## config.mk

```make
export PLATFORM = sky130hd
export DESIGN_NAME = jtag_scan_master
export DESIGN_NICKNAME = d
export VERILOG_FILES = /design/src/rtl/jtag_scan_master.sv
export SDC_FILE = /design/constraint.sdc
export NUM_CORES = 1
export LEC_CHECK = 0
export CAP_MARGIN = 30
export CORE_ASPECT_RATIO = 1.4
export CORE_MARGIN = 5
export CORE_UTILIZATION = 50
export CTS_BUF_LIST = sky130_fd_sc_hd__clkbuf_8
export CTS_CLUSTER_DIAMETER = 100
export CTS_CLUSTER_SIZE = 8
export DETAILED_ROUTE_END_ITERATION = 8
export HOLD_SLACK_MARGIN = 0.08
export PLACE_DENSITY = 0.76
export SLEW_MARGIN = 20
export SYNTH_ARGS = -nofsm -noshare
export SYNTH_HDL_FRONTEND = slang
export SYNTH_SLANG_ARGS = --single-unit
```

## constraint.sdc

```tcl
create_clock -name TCLK -period 3.3 [get_ports TCLK]
set_input_delay 0.33 -clock TCLK [delete_from_list [all_inputs] [get_ports TCLK]]
set_output_delay 0.33 -clock TCLK [all_outputs]
set_load 0.03 [all_outputs]
```

## src/rtl/jtag_scan_master.sv

```systemverilog
// Command-driven JTAG sequencer: turns reset/IR/DR/idle commands into TMS/TDI streams and mirrors the TAP state.
// Define JTAG_SCAN_CAPTURE_EN to capture TDO into rsp_data; otherwise rsp_data is tied to zero.
module jtag_scan_master #(
   parameter int DATA_W = 32,
   parameter int LEN_W  = 6
) (
   input  logic              TCLK,
   input  logic              TRST,
   input  logic              cmd_valid,
   output logic              cmd_ready,
   input  logic [1:0]        cmd_op,
   input  logic [LEN_W-1:0]  cmd_len,
   input  logic [DATA_W-1:0] cmd_data,
   output logic              TMS,
   output logic              TDI,
   input  logic              TDO,
   output logic              rsp_valid,
   output logic [DATA_W-1:0] rsp_data,
   output logic [3:0]        tap_state
);

   localparam logic [1:0] OP_RST  = 2'b00;
   localparam logic [1:0] OP_IR   = 2'b01;
   localparam logic [1:0] OP_DR   = 2'b10;

   localparam logic [3:0] TAP_TLR   = 4'b0000;
   localparam logic [3:0] TAP_RTI   = 4'b0001;
   localparam logic [3:0] TAP_SELDR = 4'b0010;
   localparam logic [3:0] TAP_CAPDR = 4'b0011;
   localparam logic [3:0] TAP_SHDR  = 4'b0100;
   localparam logic [3:0] TAP_EX1DR = 4'b0101;
   localparam logic [3:0] TAP_PSDR  = 4'b0110;
   localparam logic [3:0] TAP_EX2DR = 4'b0111;
   localparam logic [3:0] TAP_UPDR  = 4'b1000;
   localparam logic [3:0] TAP_SELIR = 4'b1001;
   localparam logic [3:0] TAP_CAPIR = 4'b1010;
   localparam logic [3:0] TAP_SHIR  = 4'b1011;
   localparam logic [3:0] TAP_EX1IR = 4'b1100;
   localparam logic [3:0] TAP_PSIR  = 4'b1101;
   localparam logic [3:0] TAP_EX2IR = 4'b1110;
   localparam logic [3:0] TAP_UPIR  = 4'b1111;

   localparam logic [LEN_W:0] CNT_ONE      = 1;
   localparam logic [LEN_W:0] CNT_RST_LAST = 5;
   localparam logic [LEN_W:0] CNT_RST_END  = 6;
   localparam logic [LEN_W:0] LIM_MAX      = (LEN_W+1)'(DATA_W);

   typedef enum logic [2:0] {
      S_IDLE, S_RST, S_PRE, S_SHIFT, S_POST, S_WAIT, S_RSP
   } state_t;

   function automatic logic [3:0] tap_next(input logic [3:0] st, input logic tms);
      logic [3:0] nxt;
      case (st)
         TAP_TLR:   nxt = tms ? TAP_TLR   : TAP_RTI;
         TAP_RTI:   nxt = tms ? TAP_SELDR : TAP_RTI;
         TAP_SELDR: nxt = tms ? TAP_SELIR : TAP_CAPDR;
         TAP_CAPDR: nxt = tms ? TAP_EX1DR : TAP_SHDR;
         TAP_SHDR:  nxt = tms ? TAP_EX1DR : TAP_SHDR;
         TAP_EX1DR: nxt = tms ? TAP_UPDR  : TAP_PSDR;
         TAP_PSDR:  nxt = tms ? TAP_EX2DR : TAP_PSDR;
         TAP_EX2DR: nxt = tms ? TAP_UPDR  : TAP_SHDR;
         TAP_UPDR:  nxt = tms ? TAP_SELDR : TAP_RTI;
         TAP_SELIR: nxt = tms ? TAP_TLR   : TAP_CAPIR;
         TAP_CAPIR: nxt = tms ? TAP_EX1IR : TAP_SHIR;
         TAP_SHIR:  nxt = tms ? TAP_EX1IR : TAP_SHIR;
         TAP_EX1IR: nxt = tms ? TAP_UPIR  : TAP_PSIR;
         TAP_PSIR:  nxt = tms ? TAP_EX2IR : TAP_PSIR;
         TAP_EX2IR: nxt = tms ? TAP_UPIR  : TAP_SHIR;
         default:   nxt = tms ? TAP_SELDR : TAP_RTI;
      endcase
      return nxt;
   endfunction

   // TMS that walks from TLR/Idle toward Capture-xR; Capture itself gets 0 to enter Shift-xR.
   function automatic logic pre_tms(input logic [3:0] st, input logic ir);
      logic t;
      case (st)
         TAP_RTI:   t = 1'b1;
         TAP_SELDR: t = ir;
         default:   t = 1'b0;
      endcase
      return t;
   endfunction

   state_t            r_state, w_state_nxt;
   logic [3:0]        r_tap, w_tap_nxt;
   logic              r_tms, w_tms_nxt;
   logic              r_tdi, w_tdi_nxt;
   logic [LEN_W:0]    r_cnt, w_cnt_nxt;
   logic [LEN_W:0]    r_lim, w_lim_nxt;
   logic              r_ir, w_ir_nxt;
   logic [DATA_W-1:0] r_sh;
   logic              w_accept, w_drive;
   logic [LEN_W:0]    w_scan_n, w_idle_n;

   // The mirror advances with the TMS value the target sees at this edge.
   assign w_tap_nxt = tap_next(r_tap, r_tms);

   assign w_scan_n = (cmd_len == '0) ? CNT_ONE :
                     ({1'b0, cmd_len} > LIM_MAX) ? LIM_MAX : {1'b0, cmd_len};
   assign w_idle_n = ((cmd_len == '0) ? CNT_ONE : {1'b0, cmd_len}) +
                     {{LEN_W{1'b0}}, (r_tap == TAP_TLR)};

   always_comb begin
      w_state_nxt = r_state;
      w_tms_nxt   = (w_tap_nxt == TAP_TLR);
      w_tdi_nxt   = 1'b0;
      w_cnt_nxt   = r_cnt;
      w_lim_nxt   = r_lim;
      w_ir_nxt    = r_ir;
      w_accept    = 1'b0;
      w_drive     = 1'b0;
      case (r_state)
         S_IDLE: begin
            if (cmd_valid) begin
               w_accept  = 1'b1;
               w_cnt_nxt = '0;
               w_ir_nxt  = (cmd_op == OP_IR);
               case (cmd_op)
                  OP_RST: begin
                     w_tms_nxt   = 1'b1;
                     w_cnt_nxt   = CNT_ONE;
                     w_state_nxt = S_RST;
                  end
                  OP_IR, OP_DR: begin
                     w_tms_nxt   = pre_tms(w_tap_nxt, (cmd_op == OP_IR));
                     w_lim_nxt   = w_scan_n;
                     w_state_nxt = S_PRE;
                  end
                  default: begin
                     w_tms_nxt   = 1'b0;
                     w_cnt_nxt   = CNT_ONE;
                     w_lim_nxt   = w_idle_n;
                     w_state_nxt = S_WAIT;
                  end
               endcase
            end
         end
         S_RST: begin
            if (r_cnt == CNT_RST_END) begin
               w_tms_nxt   = 1'b0;
               w_state_nxt = S_RSP;
            end else begin
               w_tms_nxt = (r_cnt != CNT_RST_LAST);
               w_cnt_nxt = r_cnt + CNT_ONE;
            end
         end
         S_PRE: begin
            w_tms_nxt = pre_tms(w_tap_nxt, r_ir);
            if ((w_tap_nxt == TAP_CAPDR) || (w_tap_nxt == TAP_CAPIR))
               w_state_nxt = S_SHIFT;
         end
         S_SHIFT: begin
            // Each edge that leaves the target in Shift-xR presents the next data bit.
            if ((w_tap_nxt == TAP_SHDR) || (w_tap_nxt == TAP_SHIR)) begin
               w_drive   = 1'b1;
               w_tdi_nxt = r_sh[0];
               w_tms_nxt = (r_cnt == (r_lim - CNT_ONE));
               w_cnt_nxt = r_cnt + CNT_ONE;
            end else begin
               w_tms_nxt   = 1'b1;
               w_state_nxt = S_POST;
            end
         end
         S_POST: begin
            w_tms_nxt = 1'b0;
            if (w_tap_nxt == TAP_RTI)
               w_state_nxt = S_RSP;
         end
         S_WAIT: begin
            w_tms_nxt = 1'b0;
            if (r_cnt == r_lim)
               w_state_nxt = S_RSP;
            else
               w_cnt_nxt = r_cnt + CNT_ONE;
         end
         S_RSP: w_state_nxt = S_IDLE;
         default: w_state_nxt = S_IDLE;
      endcase
   end

   always_ff @(posedge TCLK or negedge TRST) begin
      if (!TRST) begin
         r_state <= S_IDLE;
         r_tap   <= TAP_TLR;
         r_tms   <= 1'b1;
         r_tdi   <= 1'b0;
         r_cnt   <= '0;
         r_lim   <= '0;
         r_ir    <= 1'b0;
      end else begin
         r_state <= w_state_nxt;
         r_tap   <= w_tap_nxt;
         r_tms   <= w_tms_nxt;
         r_tdi   <= w_tdi_nxt;
         r_cnt   <= w_cnt_nxt;
         r_lim   <= w_lim_nxt;
         r_ir    <= w_ir_nxt;
      end
   end

   always_ff @(posedge TCLK) begin
      if (w_accept)
         r_sh <= cmd_data;
      else if (w_drive)
         r_sh <= r_sh >> 1;
   end

`ifdef JTAG_SCAN_CAPTURE_EN
   logic [DATA_W-1:0] r_cap, r_rsp_data;
   logic [LEN_W:0]    w_align;
   logic              w_capture, w_done_scan;

   assign w_capture   = (r_state == S_SHIFT) && ((r_tap == TAP_SHDR) || (r_tap == TAP_SHIR));
   assign w_done_scan = (r_state == S_POST) && (w_tap_nxt == TAP_RTI);
   // Bits enter at the MSB, so after N shifts the scan sits in the top N bits.
   assign w_align     = LIM_MAX - r_lim;

   always_ff @(posedge TCLK) begin
      if (w_capture)
         r_cap <= {TDO, r_cap[DATA_W-1:1]};
   end

   always_ff @(posedge TCLK or negedge TRST) begin
      if (!TRST)
         r_rsp_data <= '0;
      else if (w_done_scan)
         r_rsp_data <= r_cap >> w_align;
   end

   assign rsp_data = r_rsp_data;
`else
   logic w_unused_tdo;
   assign w_unused_tdo = TDO;
   assign rsp_data     = '0;
`endif

   assign cmd_ready = (r_state == S_IDLE);
   assign rsp_valid = (r_state == S_RSP);
   assign TMS       = r_tms;
   assign TDI       = r_tdi;
   assign tap_state = r_tap;

endmodule
```

==> results of run 1 <==
## Yosys cell counts, types with 3 or more instances
cell type  instances  area share (%)
a211oi_1           3            0.62
a21oi_1           13             1.8
and3_1             3            0.51
buf_2              5            0.68
buf_4             32             6.6
clkbuf_1          17             1.7
dfrtp_1           23              16
edfxtp_1          32              26
ha_1               9             3.1
inv_1             13             1.3
nand2_1          123              13
nand2b_1           5            0.85
nand3_1           12             1.6
nand4_1            6             1.0
nor2_1            27             2.8
nor2b_1            4            0.68
nor3_1             7            0.96
nor4b_1            3            0.72
o211ai_1           3            0.62
o21ai_0           15             2.1
o221ai_1           3            0.72
or2b_1             3            0.62
xnor2_1           15             3.6
xor2_1             3            0.72
## final cells by class
cell class,instances,area [µm²]
fill,672,3100
clock inverter,3,21.3
timing repair buffer,55,538
multi-input combinational,329,1810
clock buffer,5,68.8
sequential,56,1560
tap,97,121
inverter,14,52.6
## routing by layer
metal  up-vias  global-route usage [%]  wire length, µm
met5         -                       0                0
met4         0                    5.88              146
met3        12                    3.82              535
met2        89                    28.9             3730
met1      1336                    21.2             3170
li1       1444                       -                -
## sequential cells by signal, indices dropped and copies added, names as in the netlist
name / count
TDI: 1
TMS: 1
r_cnt: 7
r_ir: 1
r_lim: 7
r_sh: 32
r_state: 3
tap_state: 4
## cell usage in the layout (no fill, tap or decap), types with 7 or more instances in the layout
master           netlist  routed
nor3_1                 7       7
nand2_1              123     123
dfrtp_1               23      23
o21ai_0               15      15
ha_1                   9       9
nor2_1                27      27
inv_1                 13      13
edfxtp_1              32      32
conb_1                 1      32
xnor2_1               15      15
a21oi_1               13      13
clkdlybuf4s50_1        0      50
nand3_1               12      12
## per-stage QoR
stage | util (%) | power [mW] | instance area, µm²
6_report | 57.4 | 3.10 | 4170
5_1_grt | 57.4 | 3.36 | 4170
4_1_cts | 57.4 | 3.12 | 4170
3_5_place_dp | 56.2 | 2.73 | 4080
3_3_place_gp | 56.2 | 2.69 | 4080
2_1_floorplan | - | 2.40 | 3770
## cells by family after synthesis
group | after synthesis
AOI/OAI and AO/OA | 58
xor gates and xnor gates | 18
adders and majority gates | 9
buffers and inverters | 70
DFF | 56
muxes | 4
other | 1
and+or+nand+nor | 208
## where the power goes
group	leakage, nW	internal [mW]	switching (mW)	total (mW)
Combinational	1.12	0.580	0.824	1.40
Sequential	0.596	1.03	0.286	1.31
Clock	0.0445	0.151	0.234	0.385
Total	1.76	1.76	1.34	3.10
## worst max-delay path by stage
stage,end,slack [ns]
floorplan,r_sh[0],0.73
global placement,r_lim[4],0.77
detailed placement,r_state[1],0.73
CTS,rsp_valid,0.93
global route,rsp_valid,0.79
finish,rsp_valid,0.94
==> impl_metrics.json, run 1 <==
{
  "p_leak_nw": 1.76,
  "stdcell_count": 559,
  "crit_path_start": "r_state[2]",
  "antenna_left": 0,
  "initialDrtViolationCount": 107,
  "ctsHoldBuffers": 0,
  "synth_compound_area_share_pct": 11.1,
  "htree_levels": 2,
  "diodes": 0,
  "ir_worst_vdd_mv": 0.436,
  "synth_simple_gate_area_share_pct": 26.5,
  "whs_ns": 0.367,
  "async_reset_ff_share_pct": 42.9,
  "finalCritPeriodShare_pct": 71.4,
  "drv_cap": 0,
  "path_max_fanout": 12,
  "grt_pass1_vias": 2786,
  "cts_sinks": 56,
  "clk_latency_ns": 0.32,
  "clock_skew_ns": 0.00566,
  "maxSlewHeadroom_pct": 65.3,
  "post_cts_buffers": 0,
  "slowest_delay_ns": 0.70,
  "rsz0062_at_grt": "false",
  "period_minus_slack_ns": 2.36,
  "worstSetupEndpointType": "output pin",
  "drcViolationCount": 0,
  "layout_setup_ws_ns": 0.943,
  "wl_per_cell_um": 13.6,
  "min-delay-path-class": "primary input to async pin",
  "synth_top_flop_cell": "edfxtp_1",
  "crit_family": "buffers and inverters",
  "grt_usage_pct": 17.2,
  "rows": 37,
  "critical_path_depth": 3,
  "antenna_found_initial": 0,
  "place_hpwl_um": 5540,
  "synth_mux_area_share_pct": 1.16,
  "synth_top_family_by_area": "simple AND/OR/NAND/NOR gates",
  "outcome": "complete, no violations",
  "place_ws_ns": 0.728,
  "dp_cells": 551,
  "initial_utilization_pct": 50.3,
  "max_freq_mhz": 424,
  "critPathKind": "register to output pin",
  "grt_pass1_wl_um": 12600,
  "cp_num_buf_inv": 1,
  "start_kind": "register",
  "cts_tree": "yes",
  "synth_seq_cells": 56,
  "gp_congestion": 0.828,
  "yosys_warnings": 0,
  "core_mm2": 0.00727,
  "cts_resized": 0,
  "ios": 84,
  "syn-cell-area_mm2": 0.00366,
  "grt_start_max_net_pins": 38,
  "arrival_ns": 2.03,
  "ys_types": 59,
  "ys_seq_area_share_pct": 42.7,
  "synth-xor-area-share_pct": 4.31,
  "synth_fa_ha_area_share_pct": 3.08,
  "final-setup-viol-count": 0,
  "syn_area_per_cell_um2": 8.63,
  "clockBufferDepth": 2,
  "r2r_end": "r_lim[4]",
  "finalHoldViolations": 0,
  "synth_edf_count": 32,
  "cts.clk_slew.worst_paths_ns": 0.10,
  "firstDrtPassIters": 5,
  "root_buffer": "clkbuf_8",
  "slowest_stage": "clkdlybuf4s50_1",
  "drt_wl_total_um": 7580,
  "cp_cell_sequence": "nand2_1 -> nor2_1 -> clkdlybuf4s50_1",
  "maxSlewViolCount": 0,
  "drive_above_1_share_pct": 5.41,
  "die_x_um": 82.3,
  "dr_total_vias": 2881,
  "ff2ff_setup_slack_ns": 1.10,
  "power_density_mw_per_mm2": 743,
  "worst_pin_slew_ns": 0.520,
  "overflow": 0,
  "required_ns": 2.97,
  "cts_buffers": 5,
  "routed_via_density": 5.15,
  "die_area_mm2": 0.00915,
  "area_growth_pct": 14.1,
  "fin_setup_tns_ns": 0,
  "timing.rr.start": "tap_state[3]",
  "syn_inst": 424,
  "r2r_cells": 8,
  "fp.dieH_um": 111,
  "portBuffers": 50,
  "final_nets": 514
}
Note: power is estimated with default switching activity, not from simulation.
==> run 2, diff against run 1 <==
Clock period 3.3 ns to 2.2 ns, I/O delays scaled along.
==> impl_metrics.json, run 2 (synthesis results as in run 1) <==
{
  "outcome": "complete, no violations",
  "grt_pass1_wl_um": 13300,
  "grt_use_met3_pct": 3.50,
  "use_met1_pct": 20.8,
  "area_growth_pct": 20.1,
  "largest_register": "r_sh",
  "p_sw_share_pct": 41.0,
  "initialDrtViolationCount": 169,
  "root_buffer": "clkbuf_8",
  "p_int_mw": 3.03,
  "place_ws_ns": -0.164,
  "crit_family": "buffers and inverters",
  "drt_wl_total_um": 8120,
  "ios": 84,
  "firstDrtPassIters": 5,
  "critPathKind": "register to output pin",
  "nFillCells": 646,
  "grt_usage_pct": 18.1,
  "p_comb_share_pct": 49.1,
  "grt_start_max_net_pins": 37,
  "fin_area_mm2": 0.00439,
  "p_switching_mw": 2.10,
  "final-setup-viol-count": 0,
  "top_regs": "r_sh (32), r_cnt (7), r_lim (7)",
  "rsz0062_at_grt": "false",
  "drcViolationCount": 0,
  "fin_setup_tns_ns": 0,
  "clk_latency_ns": 0.31,
  "ir_worst_vdd_mv": 0.688,
  "diodes": 0,
  "grt_busiest_layer": "met2",
  "finalHoldViolations": 0,
  "period_minus_slack_ns": 2.03,
  "mostFrequentLayoutCell": "nand2_1",
  "layout_setup_ws_ns": 0.170,
  "slowest_stage": "clkdlybuf4s50_1",
  "placed_area_mm2": 0.00426,
  "max_freq_mhz": 493,
  "drive_above_1_share_pct": 9.36,
  "htree_levels": 2,
  "cts_buffers": 5,
  "arrival_ns": 1.81,
  "antenna_found_initial": 0,
  "most-common-layout-cells": "122 x nand2_1, 49 x clkdlybuf4s50_1, 32 x conb_1, 32 x edfxtp_1, 27 x nor2_1",
  "fp.dieH_um": 111,
  "worstSetupEndpointType": "output pin",
  "cp_cell_sequence": "nor3_4 -> clkdlybuf4s50_1",
  "grt_pass1_vias": 3029,
  "fin_util_pct": 60.5,
  "die_area_mm2": 0.00915,
  "whs_ns": 0.263,
  "core_mm2": 0.00727,
  "gp_congestion": 0.865,
  "antenna_left": 0,
  "min-delay-path-class": "primary input to async pin",
  "cp_num_buf_inv": 1,
  "clockBufferDepth": 2,
  "clock_skew_ns": 0.00747,
  "initial_utilization_pct": 50.3,
  "p_leak_nw": 1.90,
  "seqPwrFrac_pct": 35.4,
  "final_nets": 533,
  "power_frac_clock_pct": 15.5,
  "place_hpwl_um": 5960,
  "power_density_mw_per_mm2": 1170,
  "maxSlewViolCount": 0,
  "die_x_um": 82.3,
  "portBuffers": 50,
  "dr_total_vias": 3003,
  "path_max_fanout": 9,
  "slowest_delay_ns": 0.71,
  "cts_tree": "yes",
  "cts_sinks": 56,
  "cts.clk_slew.worst_paths_ns": 0.10,
  "overflow": 0,
  "largest_register_ffs": 32,
  "drv_cap": 0,
  "wl_per_cell_um": 14.0,
  "rows": 37,
  "grt.met2_usage_pct": 31.6,
  "finalCritPeriodShare_pct": 92.3,
  "post_cts_buffers": 0,
  "start_kind": "register",
  "routed_via_density": 5.20,
  "required_ns": 1.98
}
-- run 2: changes by cell type in the layout (fill, tap and decap cells not counted), sizes merged --
| cell | before | now |
|---|---|---|
| clkinvlp | 1 | 0 |
| buf | 5 | 24 |
| bufinv | 0 | 2 |
| dlymetal6s2s | 0 | 1 |
| clkdlybuf4s50 | 50 | 49 |
| clkinv | 2 | 1 |
-- run 2: per-layer routing --
| layer | part of all wire [%] | wire (µm) | vias to the layer above |
|---|---|---|---|
| li1 | - | - | 1481 |
| met1 | 40 | 3260 | 1412 |
| met2 | 51 | 4180 | 84 |
| met3 | 5.4 | 437 | 26 |
| met4 | 3.0 | 245 | 0 |
| met5 | 0 | 0 | - |
-- run 2: final timing paths --
kind / startpoint / end / slack [ns] / depth (start not counted)
worst max-delay path: r_state[0] / cmd_ready / 0.17 / 2
worst min-delay path: TRST / r_lim[3] / 0.26 / 2
worst max register to register: tap_state[3] / r_sh[18] / 0.18 / 6
worst min register to register: r_sh[0] / TDI / 0.50 / 2
max in group asynchronous: TRST / TMS / 1.63 / 2
min in group TCLK: r_sh[0] / TDI / 0.50 / 2
-- run 2: power groups by stage --
stage / sequential [mW] / clock [mW] / combinational, mW
final: 1.82 / 0.793 / 2.52
after global routing: 1.85 / 0.845 / 2.80
after CTS: 1.81 / 0.803 / 2.53
after detailed placement: 1.83 / 0 / 2.50
after global placement: 1.81 / 0 / 2.43
after floorplan: 1.81 / 0 / 1.80
-- run 2: cell type report --
type	count	area [µm²]	share of cell area (%)
Multi-Input combinational cell	329	1820	41.3
Sequential cell	56	1560	35.6
Timing Repair Buffer	74	708	16.1
Tap cell	97	121	2.76
Clock buffer	5	68.8	1.57
Clock inverter	3	63.8	1.45
Inverter	14	52.6	1.20
-- run 2: per-stage QoR --
stage,total power [mW],instances
2_1_floorplan,3.61,455
3_3_place_gp,4.24,570
3_5_place_dp,4.33,570
4_1_cts,5.14,578
5_1_grt,5.50,578
6_report,5.13,578
-- run 2: timing repair --
action | in CTS | in global routing
resized for setup | 0 | 2
hold buffers | 0 | 0
setup endpoints to repair | 0 | 1
==> run 3, diff against run 2 <==
--- a/config.mk
+++ b/config.mk
@@ -9,5 +9,5 @@
 export CORE_ASPECT_RATIO = 1.4
 export CORE_MARGIN = 5
-export CORE_UTILIZATION = 50
+export CORE_UTILIZATION = 40
 export CTS_BUF_LIST = sky130_fd_sc_hd__clkbuf_8
 export CTS_CLUSTER_DIAMETER = 100
@@ -15,5 +15,5 @@
 export DETAILED_ROUTE_END_ITERATION = 8
 export HOLD_SLACK_MARGIN = 0.08
-export PLACE_DENSITY = 0.76
+export PLACE_DENSITY = 0.62
 export SLEW_MARGIN = 20
 export SYNTH_ARGS = -nofsm -noshare
==> constraint.sdc (replaced) <==
create_clock -name TCLK -period 2.2 [get_ports TCLK]
set_input_delay 0.44 -clock TCLK [delete_from_list [all_inputs] [get_ports TCLK]]
set_output_delay 0.44 -clock TCLK [all_outputs]
set_load 0.03 [all_outputs]
==> impl_metrics.json, run 3 (synthesis results as in run 1) <==
{
  "portBuffers": 50,
  "root_buffer": "clkbuf_8",
  "drive_above_1_share_pct": 11.1,
  "diodes": 0,
  "routed_via_density": 5.00,
  "r2r_cells": 6,
  "firstDrtPassIters": 4,
  "finalHoldViolations": 0,
  "totalPowerFinal_mw": 4.86,
  "outcome": "complete, no violations",
  "grt_usage_pct": 14.2,
  "final_nets": 537,
  "fin_util_pct": 49.2,
  "required_ns": 2.47,
  "cts.clk_slew.worst_paths_ns": 0.10,
  "place_ws_ns": -0.352,
  "period_minus_slack_ns": 2.11,
  "die_x_um": 90.8,
  "mostFrequentLayoutCell": "nand2_1",
  "grt_pass1_wl_um": 13200,
  "p_leak_nw": 1.89,
  "worstSetupEndpointType": "register",
  "start_kind": "primary input",
  "cts_buffers": 5,
  "layout_setup_ws_ns": 0.0851,
  "grt_pass1_vias": 2822,
  "rows": 41,
  "placed_area_mm2": 0.00430,
  "ir_worst_vdd_mv": 0.440,
  "stdcell_count": 592,
  "cts_sinks": 56,
  "overflow": 0,
  "htree_levels": 2,
  "fp.dieH_um": 123,
  "largest_register": "r_sh",
  "finalCritPeriodShare_pct": 96.1,
  "die_area_mm2": 0.0112,
  "most-common-layout-cells": "122 x nand2_1, 48 x clkdlybuf4s50_1, 32 x conb_1, 32 x edfxtp_1, 27 x nor2_1",
  "antenna_found_initial": 0,
  "drcViolationCount": 0,
  "cts_tree": "yes",
  "drv_cap": 0,
  "maxSlewViolCount": 0,
  "clockBufferDepth": 2,
  "dp_cells": 584,
  "power_density_mw_per_mm2": 1100,
  "grt_start_max_net_pins": 37,
  "max_freq_mhz": 473,
  "largest_register_ffs": 32,
  "place_hpwl_um": 5760,
  "antenna_left": 0,
  "clock_skew_ns": 0.00314,
  "initialDrtViolationCount": 102,
  "wl_per_cell_um": 13.2,
  "min-delay-path-class": "primary input to async pin",
  "ff2ff_setup_slack_ns": 0.15,
  "fin_area_mm2": 0.00442,
  "area_growth_pct": 20.7,
  "gp_congestion": 0.886,
  "arrival_ns": 2.38,
  "ios": 84,
  "drt_wl_total_um": 7790,
  "rsz0062_at_grt": "true",
  "top_regs": "r_sh (32), r_cnt (7), r_lim (7)",
  "timing.rr.start": "r_state[2]",
  "path_max_fanout": 2,
  "initial_utilization_pct": 40.8,
  "final-setup-viol-count": 0,
  "r2r_end": "r_sh[18]",
  "core_mm2": 0.00898,
  "dr_total_vias": 2959,
  "critPathKind": "primary input to register",
  "clk_latency_ns": 0.32
}
==> run 3: cell types whose count changed in the layout (fill, tap and decap cells not counted), sizes merged <==
cell / before / now
dlygate4sd2: 0 / 2
bufinv: 2 / 0
clkinvlp: 0 / 1
clkdlybuf4s50: 49 / 48
clkinv: 1 / 2
buf: 24 / 28
dlymetal6s2s: 1 / 0
==> run 3: per-layer routing <==
| metal | global-route usage [%] | vias to the layer above | share of wire [%] |
|---|---|---|---|
| met5 | 0 | - | 0 |
| met3 | 3.41 | 13 | 6.1 |
| met1 | 17.0 | 1382 | 43 |
| met4 | 4.86 | 0 | 1.7 |
| met2 | 24.8 | 75 | 49 |
| li1 | - | 1489 | - |
==> run 3: worst max path at each step <==
stage / cells after the start / slack (ns) / startpoint / to
after floorplan: 6 / 0.09 / r_state[1] / r_sh[0]
after global placement: 9 / -0.33 / cmd_len[1] / r_lim[4]
after detailed placement: 9 / -0.35 / cmd_len[1] / r_lim[4]
after CTS: 9 / 0.005 / cmd_len[1] / r_lim[4]
after global routing: 9 / -0.005 / cmd_len[1] / r_lim[4]
final: 8 / 0.09 / cmd_len[2] / r_lim[3]
==> run 3: metrics by stage <==
step           setup TNS (ns)  hold WS, ns
4_1_cts                     0        0.474
6_report                    0        0.468
2_1_floorplan               0        0.144
3_3_place_gp            -1.51        0.467
3_5_place_dp            -1.79        0.480
5_1_grt              -0.00538        0.515
==> run 3: worst max-delay path, stage by stage <==
cell             delay [ns]
clkdlybuf4s50_1        0.44
or4_4                  0.53
o21ai_2                0.12
ha_2                   0.21
nand3_1                0.14
xor2_1                 0.17
o221ai_1               0.18
o21a_1                 0.15
==> run 3: power breakdown <==
part | total, mW | internal [mW] | switching, mW
Clock | 0.590 | 0.227 | 0.363
Sequential | 1.81 | 1.54 | 0.276
Combinational | 2.46 | 1.03 | 1.43
Total | 4.86 | 2.80 | 2.07
==> run 3: area by class of cell <==
class | instances | area (µm²)
clock inverter | 3 | 21.3
timing repair buffer | 78 | 733
inverter | 14 | 52.6
sequential | 56 | 1560
tap | 107 | 134
fill | 857 | 4560
clock buffer | 5 | 68.8
multi-input combinational | 329 | 1840
==> run 3: timing repair <==
action                                  in CTS  in global routing
endpoints found under the hold margin        0                  0
gates resized for setup                      3                  6
endpoints found under the setup margin       3                  4
gates cloned                                 0                  0
hold buffers                                 0                  0
pin swaps                                    0                  1
buffers inserted                             0                  0
==> edit (settings of run 2) <==
The parameter `LEN_W` goes from 6 to 12.
--- a/src/rtl/jtag_scan_master.sv
+++ b/src/rtl/jtag_scan_master.sv
@@ -2,7 +2,7 @@
 // Define JTAG_SCAN_CAPTURE_EN to capture TDO into rsp_data; otherwise rsp_data is tied to zero.
 module jtag_scan_master #(
    parameter int DATA_W = 32,
-   parameter int LEN_W  = 6
+   parameter int LEN_W  = 12
 ) (
    input  logic              TCLK,
    input  logic              TRST,
Ports: changed (resized cmd_len); port bits go from 84 to 90. The function was not compared with the original's and may differ.
==> edit against run 2 <==
Wire length rose by 50%; worst hold slack improved by 17 ps; total power fell by 48%; largest cell class unchanged; the flow now finishes with violations (setup timing); via count rose by 43%; largest power group is now registers; sequential cell count rose by 12; die area rose by 25%; sequential power fell by 27%; register-to-register slack got worse by 230 ps; area after synthesis rose by 28%; worst setup slack got worse by 220 ps; cell area rose by 41%.
==> edit: results (changes against run 2) <==
violated checks=setup timing; Non-CTS buffers=136 (+84%); critical path's slowest cell=or4_4; first-pass GRT wire length=19,500 µm (+47%); H-tree depth=3 (+1); Primary FF master, synth=dfrtp_1; setup_tns=-70.6 ps (-70.6 ps); Post-DP Area=0.00567 mm² (+33%); clk pwr=1080 µW (+36%); Clock Skew=9.96 ps (+2.50 ps); clk_lat worst skew=360 ps (+50 ps); port buffer count=56 (+12%); outcome=finished with violations; fin nets=730 (+37%); seq pwr=1320 µW (-27%); crit path DAT=2510 ps (+700 ps); Seq area share=30.2% (-5.3 points); initial detailed-routing violation count=187 (+11%); CP max stage delay=530 ps (-180 ps); worst slack at placement=-650 ps (-486 ps); Setup-failing EPs final=3 (+3); final worst slack=-54.6 ps (-225 ps); syn_area_per_cell=8.37 µm² (-3.0%); gr usage total=20.8% (+2.7 points); area of the multi-input gates=0.00270 mm² (+49%); Worst-path clk slew=80 ps (-20 ps); clock buf count=9 (+4); CORE AREA=0.00908 mm² (+25%); Crit Path Category=flip-flop to flip-flop; WL per Instance=15.6 µm (+11%); placed insts=755 (+32%); top flop regs=r_sh (32), r_cnt (13), r_lim (13); comb pwr=272 µW (-89%); Async SR Flop Fraction=52.9% (+10 points); Pre-Repair DR Iteration Count=4 (-1); # clock sinks=68 (+21%); via count=4,309 (+43%); filler cell count=714 (+11%); Internal=1980 µW (-35%); Multi-In Gates=434 (+32%); most frequent cells after synthesis=140 x nand2_1, 35 x dfrtp_1, 32 x buf_4, 32 x edfxtp_1, 32 x o21ai_0; HPWL Detailed=8930 µm (+50%)
## edit: cell types whose count changed in the layout (fill, tap and decap cells not counted), moves of 6 or more
| cell | change |
|---|---|
| o21ai_1 | +6 |
| nor2_1 | -6 |
| a21oi_1 | +7 |
| o21ai_0 | +7 |
| inv_1 | +6 |
| or3_1 | +6 |
| xor2_1 | +19 |
| buf_4 | +52 |
| nand2_1 | +15 |
| dfrtp_2 | +7 |
## edit: path summary, 6_finish.rpt
kind	startpoint	endpoint	slack [ps]	cells past startpoint
min in group TCLK	cmd_len[10]	r_lim[10]	400	4
setup reg to reg	r_lim[3]	r_cnt[0]	-50	6
max in group asynchronous	TRST	r_state[1]	1540	2
setup / recovery	r_lim[3]	r_cnt[0]	-50	6
hold / removal	TRST	tap_state[0]	280	2
hold reg to reg	r_sh[0]	TDI	500	2
## edit: routing by layer
metal / share of wire [%] / up-vias / track usage (%)
li1: - / 2093 / -
met1: 38 / 2057 / 22.6
met2: 54 / 128 / 38.4
met3: 5.4 / 31 / 4.53
met4: 2.9 / 0 / 8.40
met5: 0 / - / 0
## edit: logic make-up (layout without fill, tap and decap cells)
logic type | count (synthesis) | after routing | share of synthesized area [%]
AO/OA/AOI/OAI | 101 | 101 | 14.6
XOR/XNOR | 37 | 37 | 6.90
adder cells (fa/ha/maj) | 9 | 9 | 2.40
buffers and inverters | 90 | 174 | 10.2
flip-flops | 68 | 68 | 39.7
multiplexers | 4 | 4 | 0.880
other | 1 | 32 | 0.0799
AND/OR/NAND/NOR | 251 | 251 | 25.3
## edit: what timing repair did
item,in CTS,in global routing
gates resized for setup,14,53
hold buffers,0,0
setup endpoints to repair,16,26
cloned,0,1
pin swaps,13,26
buffers inserted,2,10
